### src/rtl/demux_stream_pkg.sv
// Shared types and helpers for the 1:N stream demultiplexer.
package demux_stream_pkg;

  localparam int MAX_CH    = 64;
  localparam int MAX_SEL_W = $clog2(MAX_CH);

  typedef enum logic {
    SLOT_EMPTY = 1'b0,
    SLOT_FULL  = 1'b1
  } slot_state_e;

  // Decoded load vector; an out-of-range select decodes to all zeros.
  function automatic logic [MAX_CH-1:0] ch_onehot(input logic [MAX_SEL_W-1:0] sel, input int n);
    logic [MAX_CH-1:0] vec;
    vec = '0;
    if (int'(sel) < n) vec[sel] = 1'b1;
    return vec;
  endfunction

endpackage

### src/rtl/demux_out_slot.sv
// One-entry output register slice for a single demux channel.
module demux_out_slot import demux_stream_pkg::*; #(
  parameter int DATA_W = 8
) (
  input  logic              clk,
  input  logic              rst_n,
  input  logic              load,
  input  logic [DATA_W-1:0] load_data,
  input  logic              out_ready,
  output logic              out_valid,
  output logic [DATA_W-1:0] out_data,
  output logic              free
);

  slot_state_e state;

  // A load while full only happens when the consumer is draining this cycle.
  always_ff @(posedge clk or negedge rst_n) begin
    if (!rst_n) begin
      state    <= SLOT_EMPTY;
      out_data <= '0;
    end else begin
      case (state)
        SLOT_EMPTY: begin
          if (load) begin
            state    <= SLOT_FULL;
            out_data <= load_data;
          end
        end
        SLOT_FULL: begin
          if (load) begin
            out_data <= load_data;
          end else if (out_ready) begin
            state <= SLOT_EMPTY;
          end
        end
        default: state <= SLOT_EMPTY;
      endcase
    end
  end

  assign out_valid = (state == SLOT_FULL);
  assign free      = ~out_valid | out_ready;

endmodule

### src/rtl/demux_stream_1ton.sv
// Registered 1:N valid/ready stream demultiplexer with per-channel output slots.
// Optional broadcast input enabled by defining DEMUX_BCAST_EN.
module demux_stream_1ton import demux_stream_pkg::*; #(
  parameter  int NUM_CH = 16,
  parameter  int DATA_W = 8,
  localparam int SEL_W  = $clog2(NUM_CH)
) (
  input  logic                     clk,
  input  logic                     rst_n,
  input  logic                     in_valid,
  output logic                     in_ready,
  input  logic [SEL_W-1:0]         in_sel,
`ifdef DEMUX_BCAST_EN
  input  logic                     in_bcast,
`endif
  input  logic [DATA_W-1:0]        in_data,
  output logic [NUM_CH-1:0]        out_valid,
  input  logic [NUM_CH-1:0]        out_ready,
  output logic [NUM_CH*DATA_W-1:0] out_data,
  output logic                     drop
);

  logic [NUM_CH-1:0] sel_dec;
  logic [NUM_CH-1:0] slot_load;
  logic [NUM_CH-1:0] slot_free;
  logic              sel_in_range;
  logic              single_ready;
  logic              is_bcast;
  logic              accept;

  // Only non-power-of-two channel counts can see an out-of-range select.
  generate
    if (NUM_CH == (1 << SEL_W)) begin : g_pow2
      assign sel_in_range = 1'b1;
    end else begin : g_npow2
      assign sel_in_range = (in_sel < SEL_W'(NUM_CH));
    end
  endgenerate

`ifdef DEMUX_BCAST_EN
  assign is_bcast = in_bcast;
`else
  assign is_bcast = 1'b0;
`endif

  always_comb begin
    sel_dec = NUM_CH'(ch_onehot(MAX_SEL_W'(in_sel), NUM_CH));
  end

  assign single_ready = sel_in_range ? |(sel_dec & slot_free) : 1'b1;
  assign in_ready     = is_bcast ? &slot_free : single_ready;
  assign accept       = in_valid & in_ready;

  always_comb begin
    slot_load = '0;
    if (accept) slot_load = is_bcast ? {NUM_CH{1'b1}} : sel_dec;
  end

  always_ff @(posedge clk or negedge rst_n) begin
    if (!rst_n) drop <= 1'b0;
    else        drop <= accept & ~is_bcast & ~sel_in_range;
  end

  for (genvar k = 0; k < NUM_CH; k++) begin : g_slot
    demux_out_slot #(.DATA_W(DATA_W)) u_slot (
      .clk       (clk),
      .rst_n     (rst_n),
      .load      (slot_load[k]),
      .load_data (in_data),
      .out_ready (out_ready[k]),
      .out_valid (out_valid[k]),
      .out_data  (out_data[k*DATA_W +: DATA_W]),
      .free      (slot_free[k])
    );
  end

endmodule

### config.mk
export PLATFORM = sky130hd
export DESIGN_NAME = demux_stream_1ton
export DESIGN_NICKNAME = d
export VERILOG_FILES = /design/src/rtl/demux_stream_pkg.sv /design/src/rtl/demux_out_slot.sv /design/src/rtl/demux_stream_1ton.sv
export SDC_FILE = /design/constraint.sdc
export NUM_CORES = 1
export LEC_CHECK = 0
export CAP_MARGIN = 20
export CORE_UTILIZATION = 50
export DETAILED_ROUTE_END_ITERATION = 8
export PLACE_DENSITY = 0.82
export RECOVER_POWER = 50
export SETUP_SLACK_MARGIN = 0.2
export SLEW_MARGIN = 20
export SYNTH_ARGS = -nofsm -noshare
export SYNTH_HDL_FRONTEND = slang
export SYNTH_SLANG_ARGS = --single-unit
### constraint.sdc
create_clock -name clk -period 3.6 [get_ports clk]
set_clock_uncertainty 0.2 [all_clocks]
set_input_delay 0.36 -clock clk [delete_from_list [all_inputs] [get_ports clk]]
set_output_delay 0.36 -clock clk [all_outputs]
set_load 0.01 [all_outputs]
# Word level (Yosys, flattened, before mapping)
# Cells that the tools add are included.
# Widths: inputs -> output; s select.
dict set report word_totals {
  input_bits 31
  output_inout_bits 146
  ff_bits 144
}
dict set report op_classes {
  order_cmp 2
  n_reduce_logical 2
  bitwise_logic 34
  n_mux 83
}
# operator n
set ops {}
lappend ops {{$mux 8} 16}
lappend ops {{$mux 1} 49}
lappend ops {{$pmux 1 s2} 16}
lappend ops {{$and 16x16->16} 1}
lappend ops {{$mux 16} 1}
lappend ops {{$not 1->1} 16}
lappend ops {{$or 1x1->1} 16}
lappend ops {{$reduce_or 16->1} 1}
lappend ops {{$lt 4x7->1 const B} 1}
lappend ops {{$demux 1 s4} 1}
lappend ops {{$ge 4x1->1 const B} 1}
lappend ops {{$and 1x1->1} 1}
lappend ops {{$logic_and 1x1->1} 1}

# Depth between registers and ports, before layout
dict set report depth {
  ltp_word 10
  ltp_mapped 9
  depth_no_buf 6
}

# By module
# From an unflattened synthesis, not the netlist that was laid out.
dict set report unflattened {
  hier_cells 371
  hier_area_um2 6352.3
}
# mod area_per_inst_um2 instances cells_per_inst
set modules_own_cells {}
lappend modules_own_cells {demux_out_slot 369.1 16 20}
lappend modules_own_cells {demux_stream_1ton 446.7 1 51}

# Worst setup path before layout
# OpenSTA, ideal clock, no wires.
dict set report synth_timing {
  kind {input -> register}
  from {input port in_sel[1]}
  to {register g_slot[11].u_slot.out_data[0]}
  path_stages 9
  arrival_time_ps 2008
  required_ps 3275
  n_path_buf 3
  setup_slack_ps 1267
  path_cell_list {buf_2 > nor4bb_1 > a32o_1 > a21oi_2 > nor3_1 > buf_6 > o31a_1 > buf_6 > mux2_4}
}
dict set report synth_via {
  elab_chain_len 8
  elab_cells_between_ends 9
}
# element line_no
set synth_lines {}
lappend synth_lines {{start: declaration} demux_stream_1ton.sv:12} ;# input logic [SEL_W-1:0] in_sel,
lappend synth_lines {{$lt 4x7->1 (not written as such) or $ge 4x1->1 (tied branches)} demux_stream_pkg.sv:16} ;# if (int'(sel) < n) vec[sel] = 1'b1;
lappend synth_lines {{$logic_and 1x1->1 (not written as such)} demux_stream_pkg.sv:16}
lappend synth_lines {{$mux 1 (not written as such)} demux_stream_pkg.sv:16}
lappend synth_lines {{$demux 1 s4 *} demux_stream_pkg.sv:16}
lappend synth_lines {{$and 16x16->16} demux_stream_1ton.sv:50} ;# assign single_ready = sel_in_range ? |(sel_dec & slot_free) : 1'b1;
lappend synth_lines {{$reduce_or 16->1} demux_stream_1ton.sv:50}
lappend synth_lines {{$and 1x1->1} demux_stream_1ton.sv:52} ;# assign accept = in_valid & in_ready;
lappend synth_lines {{$mux 16 *} demux_stream_1ton.sv:56} ;# if (accept) slot_load = is_bcast ? {NUM_CH{1'b1}} : sel_dec;
lappend synth_lines {{end signal: assignment} demux_out_slot.sv:27} ;# out_data <= load_data;
lappend synth_lines {{end signal: assignment} demux_out_slot.sv:32} ;# out_data <= load_data;
lappend synth_lines {{end: declaration} demux_out_slot.sv:11} ;# output logic [DATA_W-1:0] out_data,
# Mark *: on every way between the ends. The rest lies on a longest branch, timed or not.
# A chain may end at the register's enable or synchronous reset.

# Worst setup path in the final report
dict set report layout_timing {
  from {input port in_sel[2]}
  to {output port in_ready}
}
dict set report layout_via {
  elab_chain_len 6
  elab_cells_between_ends 7
}
# element line_no
set layout_lines {}
lappend layout_lines {{$lt 4x7->1 (not written as such) or $ge 4x1->1 (tied branches)} demux_stream_pkg.sv:16}
lappend layout_lines {{$logic_and 1x1->1 (not written as such)} demux_stream_pkg.sv:16}
lappend layout_lines {{$mux 1 (not written as such)} demux_stream_pkg.sv:16}
lappend layout_lines {{$demux 1 s4 *} demux_stream_pkg.sv:16}
lappend layout_lines {{$and 16x16->16 *} demux_stream_1ton.sv:50}
lappend layout_lines {{$reduce_or 16->1 *} demux_stream_1ton.sv:50}
lappend layout_lines {{end: declaration} demux_stream_1ton.sv:11} ;# output logic in_ready,
# Marked as above.

==> impl_metrics.yaml <==
layout:
  fin_cells: 719
  antennaDiodeCount: 0
  nets: 596
  area_growth_pct: 38.4
  drive_above_1_share: 0.302
  n_fill_cell: 798
place:
  dp_cells: 688
  io_buffers: 175
  place.gp.congestion: 0.917
  hpwl_um: 10700
setup_path:
  reg2reg_depth: 6
  critPathMaxFanout: 15
  path_delay_family: "buffers and inverters"
  r2r-end: "g_slot[6].u_slot.out_data[4]"
  rr_startpoint: "g_slot[5].u_slot.out_valid"
  reg2reg_setup_slack_ns: 0.97
  crit_chain: "dlygate4sd3_1, and4bb_2, nor4bb_2, a22oi_2, nand3_2, clkdlybuf4s50_1"
  worst-path-buf-inv: 2
  critPathKind: "input pin to output pin"
  start_kind: "input pin"
  worst-endpoint-arrival_ns: 2.70
  setup.worst_path.end_class: "output pin"
  required_ns: 3.04
  critPathMaxStageDelay_ns: 0.74
  slowest_stage: "dlygate4sd3_1"
min_path:
  hold_path.class: "flip-flop to flip-flop"
  hp-start: "g_slot[2].u_slot.out_data[3]"
  hold_path_depth: 1
  min_to: "g_slot[2].u_slot.out_data[3]"
global_route:
  grt_pass1_wl_um: 24200
  grt_pass1_vias: 4156
  antenna_found_initial: 0
  busiest_layer: "met2"
  grtUsageMet2: 0.432
  use_met3: 0.0744
  grt.total_usage: 0.265
  use_met1: 0.332
  grt_overflow: 0
  grt_max_degree: 87
power:
  pwr-share-seq: 0.426
  vdd_ir_drop_max_uv: 470
  power_leakage_nw: 3.77
  total_power_mw: 5.16
  swShare: 0.268
  p_switching_mw: 1.38
  power.internal_mw: 3.78
  combinationalPowerShare: 0.273
  clkPwrFrac: 0.301
  power-per-cell-area_nw_per_um2: 631
clocking:
  cts_buffers: 17
  h-tree-depth: 4
  clock_latency_ns: 0.42
  clock_path_buffers: 2
  cts-root-buf: "clkbuf_16"
  clk_pin_slew_ns: 0.06
  post-cts-setup-buffer-count: 0
  cts_num_sinks: 144
  tritoncts: "done"
timing:
  relSlewSlack: -0.420
  timing.final.hold_violations: 0
  hold_ws_ns: 0.297
  min_period_over_period: 0.907
  setup_viol_count_final: 0
  post-route-min-period_ns: 3.26
  setup_tns_ns: 0
  final_max_slew_viol_count: 87
  tightest_slew_ns: 2.13
  fmax_ghz: 0.306
  rsz0062_at_grt: "no"
outcome:
  outcome: "finished, violations left"
  violations: "capacitance limit, slew limit"
synthesis:
  yosysTopAreaCell: "dfrtp_1"
  async_flop_share: 1.00
  synthCells: 400
  synth_commonest_cells: "dfrtp_1 (144), mux2_2 (119), buf_4 (22), inv_1 (13)"
  ys_seq_elements: 144
  synth_ff_type: "dfrtp_1"
  synthTopCellsByArea: "dfrtp_1 (61%), mux2_2 (23%), buf_4 (2.8%)"
  yosysWarnings: 0
  synth_edf_count: 0
  syn_area_um2: 5910
  synth_seq_area_share: 0.610
  yosys.cell_count.top_type: "dfrtp_1"
  syn_area_per_cell_um2: 14.8
  synth_nets: 431
  synth_top_area_share: 0.610
  ys_types: 40
drt:
  dr.first_iter.drc_count: 172
  vias: 3878
  final_antenna_net_count: 0
  drt_wl_total_um: 15100
  first_pass_iters: 4
  drc: 0
  vias_per_cell: 5.39
  wl_per_cell_um: 21.0
floorplanning:
  core_area_um2: 11500
  rows: 39
  die_area_um2: 12300
  die_h_um: 111
  io_pins: 177
  die_x_um: 111
  start_util: 0.516
flow_run:
  maxCapViolCount: 1
[routing by layer]
metal / wire (µm) / up-vias
li1: - / 1721
met1: 6360 / 2004
met2: 7650 / 127
met3: 779 / 26
met4: 309 / 0
met5: 0 / -
[how the worst max path moves through the flow]
stage | startpoint | end | cells after the start
CTS | in_sel[2] | in_ready | 6
global route | rst_n | g_slot[8].u_slot.out_data[4] | 3
global placement | in_sel[2] | g_slot[0].u_slot.out_data[0] | 7
detailed placement | in_sel[2] | g_slot[6].u_slot.out_data[4] | 7
floorplan | in_sel[1] | g_slot[11].u_slot.out_data[0] | 9
finish | in_sel[2] | in_ready | 6
[metrics by stage]
stage | instance area, µm² | setup slack (ns) | util
CTS | 8190 | 0.366 | 0.714
finish | 8180 | 0.336 | 0.713
global route | 8180 | 0.118 | 0.713
floorplan | 5910 | 1.27 | -
detailed placement | 7650 | 0.196 | 0.668
global placement | 7650 | 0.276 | 0.668
[repair_timing]
action,in CTS,in global routing
hold buffers,1,0
hold endpoints to repair,84,0
gates resized for setup,0,0
[final cells by class]
cell class | count | area (µm²) | area share
Clock buffer | 24 | 492 | 0.0601
Clock inverter | 6 | 33.8 | 0.00413
Inverter | 13 | 48.8 | 0.00596
Multi-Input combinational cell | 205 | 2010 | 0.246
Sequential cell | 144 | 3600 | 0.440
Tap cell | 143 | 179 | 0.0219
Timing Repair Buffer | 184 | 1810 | 0.222
[power groups by stage]
stage / Sequential [mW] / Clock (mW) / Combinational [mW]
after global routing: 2.25 / 1.66 / 1.49
after detailed placement: 2.23 / 0 / 1.50
after CTS: 2.21 / 1.59 / 1.51
after floorplan: 2.37 / 0 / 0.398
final: 2.20 / 1.56 / 1.41
after global placement: 2.22 / 0 / 1.47
[registers in the layout, summed over array words and instances (netlist names)]
signal and flops:
g_slot.u_slot.out_valid 16, g_slot.u_slot.out_data 128
[kinds of logic (layout without fill, tap and decap cells)]
logic type	Yosys count	count (layout)	synth area share
other	1	1	0.000634
flip-flops	144	144	0.610
AO/OA/AOI/OAI	25	25	0.0309
buffers and inverters	51	227	0.0512
multiplexers	128	128	0.249
AND/OR/NAND/NOR	51	51	0.0588
[worst register-to-register path, cell delays in order (launching register included)]
cell and delay [ns]:
dfrtp_1 0.41, and4bb_2 0.26, nor4bb_2 0.33, a22oi_2 0.15, nand3_2 0.19, and3_1 0.56
mux2_2 0.41
[layout by cell type, fill, tap and decap left out, types with 5 or more instances in the layout]
master	count
clkinv_2	5
clkbuf_16	17
mux2_2	119
dfrtp_1	144
and2_1	5
o21ai_0	5
inv_1	13
dlygate4sd3_1	89
clkdlybuf4s50_1	86
mux2_4	8
a21o_1	7
nand2_1	8
buf_4	7
Power figures use the tool's default switching activity.
